### config.mk
export PLATFORM = sky130hd
export DESIGN_NAME = fetch_queue
export DESIGN_NICKNAME = d
export VERILOG_FILES = /design/src/rtl/fetch_pkg.sv /design/src/rtl/fetch_queue_mem.sv /design/src/rtl/fetch_queue.sv
export SDC_FILE = /design/constraint.sdc
export NUM_CORES = 1
export LEC_CHECK = 0
export CAP_MARGIN = 0
export CORE_MARGIN = 1.5
export CORE_UTILIZATION = 29
export CTS_BUF_LIST = sky130_fd_sc_hd__clkbuf_4
export CTS_CLUSTER_DIAMETER = 120
export DETAILED_ROUTE_END_ITERATION = 16
export SYNTH_ARGS = -nofsm -noshare
export SYNTH_HDL_FRONTEND = slang
export SYNTH_SLANG_ARGS = --single-unit
### constraint.sdc
create_clock -name clk -period 4.7 [get_ports clk]
set_clock_uncertainty 0.1 [all_clocks]
set_input_delay 0.47 -clock clk [delete_from_list [all_inputs] [get_ports clk]]
set_output_delay 0.47 -clock clk [all_outputs]
set_load 0.005 [all_outputs]
### src/rtl/fetch_pkg.sv
// Shared types and defaults for the fetch-to-decode instruction queue.
package fetch_pkg;

    localparam int FQ_DATA_WIDTH = 32;
    localparam int FQ_DEPTH      = 4;
    localparam int FQ_PTR_WIDTH  = $clog2(FQ_DEPTH);

    // addi x0, x0, 0 -- what decode sees when the queue is empty
    localparam logic [FQ_DATA_WIDTH-1:0] NOP_INSTR = 32'h00000013;

    typedef struct packed {
        logic [FQ_DATA_WIDTH-1:0] instr;
        logic [FQ_DATA_WIDTH-1:0] pc;
        logic [FQ_DATA_WIDTH-1:0] pc_plus4;
    } fetch_entry_t;

endpackage

### src/rtl/fetch_queue_mem.sv
// Entry storage: one synchronous write port, one combinational read port.
// The array has no reset; occupancy tracking lives in the parent.
module fetch_queue_mem
    import fetch_pkg::*;
#(
    parameter int DEPTH     = FQ_DEPTH,
    parameter int PTR_WIDTH = $clog2(DEPTH)
) (
    input  logic                 clk,
    input  logic                 we,
    input  logic [PTR_WIDTH-1:0] waddr,
    input  fetch_entry_t         wdata,
    input  logic [PTR_WIDTH-1:0] raddr,
    output fetch_entry_t         rdata
);

    fetch_entry_t mem [DEPTH];

    // Write the pushed entry at the tail slot.
    always_ff @(posedge clk) begin
        if (we) mem[waddr] <= wdata;
    end

    assign rdata = mem[raddr];

endmodule

### src/rtl/fetch_queue.sv
// Instruction buffer between fetch and decode. First-word-fall-through FIFO:
// the head entry is presented to decode combinationally from storage, and
// fetch is throttled only when every slot is occupied.
module fetch_queue
    import fetch_pkg::*;
#(
    parameter int DATA_WIDTH = FQ_DATA_WIDTH,
    parameter int DEPTH      = FQ_DEPTH,
    parameter int PTR_WIDTH  = $clog2(DEPTH)
) (
    input  logic                  clk,
    input  logic                  reset,
    input  logic                  fetch_valid,
    input  logic [DATA_WIDTH-1:0] instrF,
    input  logic [DATA_WIDTH-1:0] PCF,
    input  logic [DATA_WIDTH-1:0] PCPlus4F,
    output logic                  fetch_ready,
    input  logic                  flush,
    input  logic                  dec_ready,
    output logic                  validD,
    output logic [DATA_WIDTH-1:0] instrD,
    output logic [DATA_WIDTH-1:0] PCD,
    output logic [DATA_WIDTH-1:0] PCPlus4D,
    output logic [PTR_WIDTH:0]    count
);

    localparam logic [PTR_WIDTH-1:0] PTR_ONE = PTR_WIDTH'(1);
    localparam logic [PTR_WIDTH:0]   CNT_ONE = (PTR_WIDTH+1)'(1);
    localparam logic [PTR_WIDTH:0]   CNT_MAX = (PTR_WIDTH+1)'(DEPTH);

    logic [PTR_WIDTH-1:0] wr_ptr;
    logic [PTR_WIDTH-1:0] rd_ptr;
    logic                 push;
    logic                 pop;
    fetch_entry_t         wdata;
    fetch_entry_t         rdata;

    // Ready depends only on occupancy, so no combinational path from decode
    // stall back into the fetch enable; a full queue refuses a push even if
    // decode drains an entry in the same cycle.
    assign fetch_ready = (count != CNT_MAX);
    assign validD      = (count != '0);
    assign push        = fetch_valid & fetch_ready & ~flush;
    assign pop         = validD & dec_ready & ~flush;

    assign wdata.instr    = instrF;
    assign wdata.pc       = PCF;
    assign wdata.pc_plus4 = PCPlus4F;

    fetch_queue_mem #(
        .DEPTH     (DEPTH),
        .PTR_WIDTH (PTR_WIDTH)
    ) u_mem (
        .clk   (clk),
        .we    (push & reset),
        .waddr (wr_ptr),
        .wdata (wdata),
        .raddr (rd_ptr),
        .rdata (rdata)
    );

    // Pointer and occupancy update; reset beats flush, flush beats traffic.
    always_ff @(posedge clk) begin
        if (!reset || flush) begin
            wr_ptr <= '0;
            rd_ptr <= '0;
            count  <= '0;
        end else begin
            if (push) wr_ptr <= wr_ptr + PTR_ONE;
            if (pop)  rd_ptr <= rd_ptr + PTR_ONE;
            case ({push, pop})
                2'b10:   count <= count + CNT_ONE;
                2'b01:   count <= count - CNT_ONE;
                default: count <= count;
            endcase
        end
    end

    // Head entry to decode, or a NOP bubble when nothing is buffered.
    always_comb begin
        instrD   = NOP_INSTR;
        PCD      = '0;
        PCPlus4D = '0;
        if (validD) begin
            instrD   = rdata.instr;
            PCD      = rdata.pc;
            PCPlus4D = rdata.pc_plus4;
        end
    end

endmodule
==> qor.yml, run 1 <==
sta:
  worstMarginPinSlew_ps: 804
  fin_ws_ps: 857
  fmax_ghz: 0.260
  fin_setup_tns_ps: 0
  finalSetupViolCount: 0
  slew_viol_final: 0
  fin_crit_sh: 0.818
  hold_viol: 0
  slew_headroom: 0.464
  period_needed_ps: 3840
  rsz0062_at_grt: "no"
  hold-worst-slack_ps: 167
floorplanning:
  die_w_microns: 230
  die-area_sq_um: 53000
  rows: 83
  core_sq_um: 51200
  ios: 202
  dieHeight_microns: 230
  start_util: 0.292
global_routing:
  grt_max_degree: 61
  grt_pass1_wl_mm: 48.7
  grt_pass1_vias: 8363
  antenna_found_initial: 4
  grtUsageTotal: 0.124
  grt_remaining_overflow: 0
setup_path:
  path_max_fanout: 31
  required_ps: 4130
  r2r_slack_ps: 2020
  crit_type: "register to primary output"
  path_cells: "buf_4 -> mux4_2 -> and2_1 -> clkdlybuf4s50_1"
  r2r_cells: 9
  crit_arrival_ps: 3270
  end_kind: "primary output"
  slowest_delay_ps: 810
  slowest_stage: "dfxtp_4"
  r2r-start: "count[2]$_SDFFE_PP0P_"
  r2r_end: "count[2]$_SDFFE_PP0P_"
  worstSetupStartpointType: "register"
logic_synthesis:
  syn_inst: 662
  yosys.area_share.simple: 0.0484
  synth_area_per_cell_sq_um: 22.6
  syn-num-nets: 769
  synth_compound_gate_area_share: 0.00301
  yosysTopAreaCell: "edfxtp_1"
  synth-seq-cells: 393
  synth_fa_ha_area_frac: 0.00552
  synth_top_area_frac: 0.771
  synth_area_leaders: "edfxtp_1 77%, mux4_2 14%, and2_1 3.9%"
  ys_types: 25
  syn_area_sq_um: 15000
  seq_area_frac_synth: 0.783
  yosys_warnings: 0
  synthMuxAreaShare: 0.145
  synth_top_family_by_area: "multiplexers"
  synthXorXnorAreaFrac: 0.00176
place:
  dp.cells: 1527
  place_congestion: 0.689
  dp_slack_ps: 1610
  dp_hpwl_mm: 18.3
  portBuffers: 201
power_and_ir_drop:
  powerDensity_nw_per_um2: 367
  p_leak_nw: 6.05
  peakVddDrop_uv: 166
layout:
  drive_above_1_share: 0.280
  fillCellCount: 4730
  fin_cells: 1709
  nets: 1057
  syn_to_final_growth_pct: 28.1
min_path:
  min_to: "u_mem.mem[1][26]$_DFFE_PP_"
  whs_path_depth: 1
  hold_class: "input pin to register"
  min_from: "PCPlus4F[26]"
clock_network:
  cts.path.max_buffers: 3
  clkSinkCount: 393
  root_buffer: "clkbuf_4"
  clkTransAtPathRegs_ps: 70
  cts_max_level: 3
  ctsResizeCount: 0
  numCtsBuffers: 101
  clkLatencyLatePin_ps: 800
  cts_setup_buffers: 0
  hold_buffers: 0
  cts_tree: "done"
routing:
  drt_first_pass_iters: 4
  drc_errors: 0
  via_per_inst: 4.41
  totalWireLength_mm: 31.9
  drt_iter0_drc: 415
  detail-route-antenna-nets: 0
  dr_total_vias: 7539
  wl_per_cell_microns: 18.7
run:
  drv_cap: 0
status:
  status: "completed"
## flip-flops by register name, indices dropped and copies added, names as in the netlist, named ones only
| register | cells |
|---|---|
| u_mem.mem | 384 |
| wr_ptr | 2 |
| rd_ptr | 2 |
| count | 3 |
## metal layers
layer / GRT usage / vias up / routed length [microns]
met5: 0 / - / 30
met2: 0.200 / 217 / 15800
li1: - / 3355 / -
met1: 0.148 / 3908 / 13400
met4: 0.0603 / 4 / 690
met3: 0.0414 / 55 / 1960
## worst max-delay path: cells and delay by family (launching register included)
| family | cells | cell delay (ps) |
|---|---|---|
| mux | 1 | 550 |
| buf+inv | 2 | 880 |
| simple gates | 1 | 190 |
| flops | 1 | 810 |
## cell families after synthesis
family,count (synthesis)
compound gates,8
xor+xnor,3
fa+ha+maj,6
buf+inv,38
flops,393
mux,96
simple gates,118
## how the worst max path moves through the flow
stage / from / to / slack [ps] / depth (start not counted)
after floorplan: count[0]$_SDFFE_PP0P_ / u_mem.mem[0][0]$_DFFE_PP_ / 1020 / 3
after global placement: register / instrD[11] / 1620 / 4
after detailed placement: register / instrD[18] / 1610 / 4
after CTS: register / instrD[18] / 590 / 4
after global routing: register / instrD[18] / 510 / 4
final: register / instrD[18] / 860 / 4
## cell type report
type                       instances  area (sq um)  area share
sequential                       393         11700       0.611
multi-input combinational        231          3060       0.160
timing repair buffer             217          2220       0.116
clock buffer                     147          1100      0.0576
tap                              680           851      0.0444
clock inverter                    32           181     0.00947
inverter                           6          22.5     0.00118
antenna                            3          7.51    0.000392
## synth_stat cells
| cell | n |
|---|---|
| edfxtp_1 | 384 |
| mux4_2 | 96 |
| and2_1 | 94 |
| clkbuf_1 | 15 |
| buf_2 | 11 |
| dfxtp_1 | 9 |
| inv_1 | 6 |
| nor2_1 | 6 |
| buf_6 | 5 |
| ha_1 | 5 |
| and3_1 | 4 |
| a21oi_1 | 3 |
| o21ai_0 | 3 |
| or2_1 | 3 |
| xor2_1 | 3 |
| nand2_1 | 2 |
| nand2b_1 | 2 |
| nand4_1 | 2 |
| o31ai_1 | 2 |
| or3_1 | 2 |
| buf_12 | 1 |
| fa_1 | 1 |
| nor2b_1 | 1 |
| nor3_2 | 1 |
| or3b_1 | 1 |
## report_power, final
part           internal, mW  switching, mW  total [mW]
registers              3.88         0.0107        3.89
logic                 0.167          0.122       0.289
clock network          1.50           1.36        2.86
total                  5.55           1.49        7.04
## layout by cell type (no fill, tap or decap)
cell type / Yosys / final
clkdlybuf4s50_1: 0 / 201
nor2b_1: 1 / 1
or2_1: 3 / 3
inv_1: 6 / 5
inv_2: 0 / 4
nand2b_1: 2 / 2
nand2_1: 2 / 2
clkbuf_4: 0 / 147
diode_2: 0 / 3
fa_1: 1 / 1
mux4_2: 96 / 96
clkinv_4: 0 / 2
dfxtp_4: 0 / 2
or3b_1: 1 / 1
buf_4: 0 / 9
and2_1: 94 / 94
and3_4: 0 / 4
xor2_1: 3 / 3
edfxtp_1: 384 / 384
bufinv_16: 0 / 1
ha_1: 5 / 5
nand4_1: 2 / 2
or3_1: 2 / 2
o31ai_1: 2 / 2
dfxtp_1: 9 / 7
nor3_2: 1 / 1
a21oi_1: 3 / 3
clkinv_1: 0 / 12
o21ai_0: 3 / 3
inv_6: 0 / 2
nor2_1: 6 / 6
clkinv_2: 0 / 12
buf_12: 1 / 7
## through the flow
step,util,total power [mW],area (sq um)
floorplan,-,4.06,15000
global placement,0.349,4.25,17900
detailed placement,0.349,4.26,17900
CTS,0.374,7.18,19200
global route,0.374,7.38,19200
finish,0.374,7.04,19200
(Power assumes the default switching activity.)
==> run 2: changes to the inputs <==
==> constraint.sdc (replaced) <==
create_clock -name clk -period 3.3 [get_ports clk]
set_clock_uncertainty 0.1 [all_clocks]
set_input_delay 0.33 -clock clk [delete_from_list [all_inputs] [get_ports clk]]
set_output_delay 0.33 -clock clk [all_outputs]
set_load 0.005 [all_outputs]
==> qor.yml, run 2 (synthesis gave the netlist of run 1 again) <==
floorplanning:
  die_w_microns: 230
  ios: 202
  dieHeight_microns: 230
  core_sq_um: 51200
  rows: 83
  start_util: 0.292
  die-area_sq_um: 53000
power_and_ir_drop:
  p_clk_frac: 0.412
  p_sw_mw: 2.11
  powerDensity_nw_per_um2: 505
  power.internal_mw: 8.18
  p_leak_nw: 6.90
  sw_frac_of_total: 0.205
  peakVddDrop_uv: 269
  p_comb_frac: 0.050
  sequentialPowerShare: 0.538
sta:
  period_needed_ps: 3160
  fmax_ghz: 0.317
  fin_ws_ps: 144
  hold_viol: 0
  slew_headroom: 0.708
  rsz0062_at_grt: "yes"
  fin_crit_sh: 0.956
  finalSetupViolCount: 0
  slew_viol_final: 0
  worstMarginPinSlew_ps: 437
routing:
  m1WireLength_mm: 14.8
  wl_per_cell_microns: 18.9
  drc_errors: 0
  wl_met2_mm: 16.6
  dr_total_vias: 7927
  detail-route-antenna-nets: 0
  via_per_inst: 4.39
  totalWireLength_mm: 34.1
  drt_first_pass_iters: 4
  drt_iter0_drc: 302
  top_layer: "met5"
  dr_wl_met3_mm: 1.83
setup_path:
  cp_top_family: "buffers and inverters"
  worst-path-buf-inv: 2
  slowest_delay_ps: 520
  slowest_stage: "mux4_2"
  path_cells: "clkbuf_16 -> mux4_2 -> and2_1 -> clkdlybuf4s50_1"
  crit_type: "register to primary output"
  required_ps: 2870
  path_max_fanout: 17
  worstSetupStartpointType: "register"
  end_kind: "primary output"
  crit_arrival_ps: 2730
clock_network:
  clkTransAtPathRegs_ps: 60
  cts_max_level: 3
  cts.path.max_buffers: 3
  root_buffer: "clkbuf_4"
  clkLatencyLatePin_ps: 820
  numCtsBuffers: 103
  cts_tree: "done"
  clkSinkCount: 393
place:
  portBuffers: 201
  dp_hpwl_mm: 18.9
  dp_slack_ps: 735
  place_congestion: 0.679
global_routing:
  grt_remaining_overflow: 0
  grt_max_degree: 45
  grt_pass1_wl_mm: 51.3
  grt_pass1_vias: 8955
  grtUsageTotal: 0.129
  antenna_found_initial: 4
layout:
  final_core_util: 0.398
  drive_above_1_share: 0.260
  syn_to_final_growth_pct: 36.1
  reg_top3: "u_mem.mem x384, count x3"
  regMostFlops: "u_mem.mem"
  final_common_cell: "edfxtp_1"
  largest_register_ff_count: 384
  final_cell_mix: "384 x edfxtp_1, 161 x clkbuf_4, 146 x clkdlybuf4s50_1, 96 x mux4_2, 96 x dlygate4sd3_1"
  nets: 1160
run:
  drv_cap: 0
status:
  status: "completed"
min_path:
  hold_class: "input pin to register"
## run 2: cell types whose count changed in the layout (fill, tap and decap cells not counted), moves of 6 or more
cell / delta
dlygate4sd3_1: +96
clkdlybuf4s50_1: -55
dlygate4sd2_1: +42
clkbuf_4: +14
dlymetal6s2s_1: +13
clkinv_2: -10
buf_4: -7
buf_12: +6
## run 2: final cells by class
cell class / count / area (sq um)
antenna: 2 / 5.00
clock buffer: 161 / 1210
clock inverter: 16 / 123
fill: 4670 / 30800
inverter: 6 / 27.5
multi-input combinational: 231 / 3070
sequential: 393 / 11700
tap: 680 / 851
timing repair buffer: 318 / 3370
## run 2: power by group through the flow
| stage | Clock [mW] | Combinational, mW | Sequential [mW] |
|---|---|---|---|
| final | 4.24 | 0.511 | 5.54 |
| after global routing | 4.67 | 0.555 | 5.54 |
| after CTS | 4.43 | 0.520 | 5.54 |
| after detailed placement | 0 | 0.430 | 5.65 |
| after global placement | 0 | 0.421 | 5.64 |
| after floorplan | 0 | 0.131 | 5.65 |
## run 2: routing by layer
| layer | vias up | track usage |
|---|---|---|
| li1 | 3551 | - |
| met4 | 4 | 0.0627 |
| met3 | 61 | 0.0378 |
| met2 | 218 | 0.209 |
| met1 | 4093 | 0.159 |
| met5 | - | 0 |
## run 2: final timing paths
check	from	endpoint	slack [ps]	cells past startpoint
worst max-delay path	register	PCPlus4D[1]	140	4
worst min-delay path	instrF[11]	u_mem.mem[0][75]$_DFFE_PP_	140	1
worst max register to register	count[2]$_SDFFE_PP0P_	count[2]$_SDFFE_PP0P_	670	9
worst min register to register	rd_ptr[1]$_SDFFE_PP0P_	register	420	2
## run 2: per-stage QoR
stage	area [sq um]	TNS (ps)	std cells	hold WS [ps]	total power, mW
after global routing	20400	-49.8	1806	57.0	10.8
final	20400	0	1807	142	10.3
after global placement	18000	0	1528	366	6.06
after floorplan	15000	0	662	329	5.78
after detailed placement	18000	0	1528	405	6.08
after CTS	20200	-151	1801	16.6	10.5
## run 2: worst register-to-register path: cells and delay by family, from the launching register on
kind            cells  cell delay [ps]
simple gates        4             1110
fa+ha+maj           2              570
flops               1              430
xor+xnor            1              160
compound gates      1              140
buf+inv             1               60
## run 2: what timing repair did
item / CTS / global route
endpoints found under the setup margin: 97 / 28
hold buffers: 96 / 0
cloned: 0 / 3
gates resized for setup: 47 / 16
hold endpoints to repair: 382 / 0
buffers inserted: 0 / 1
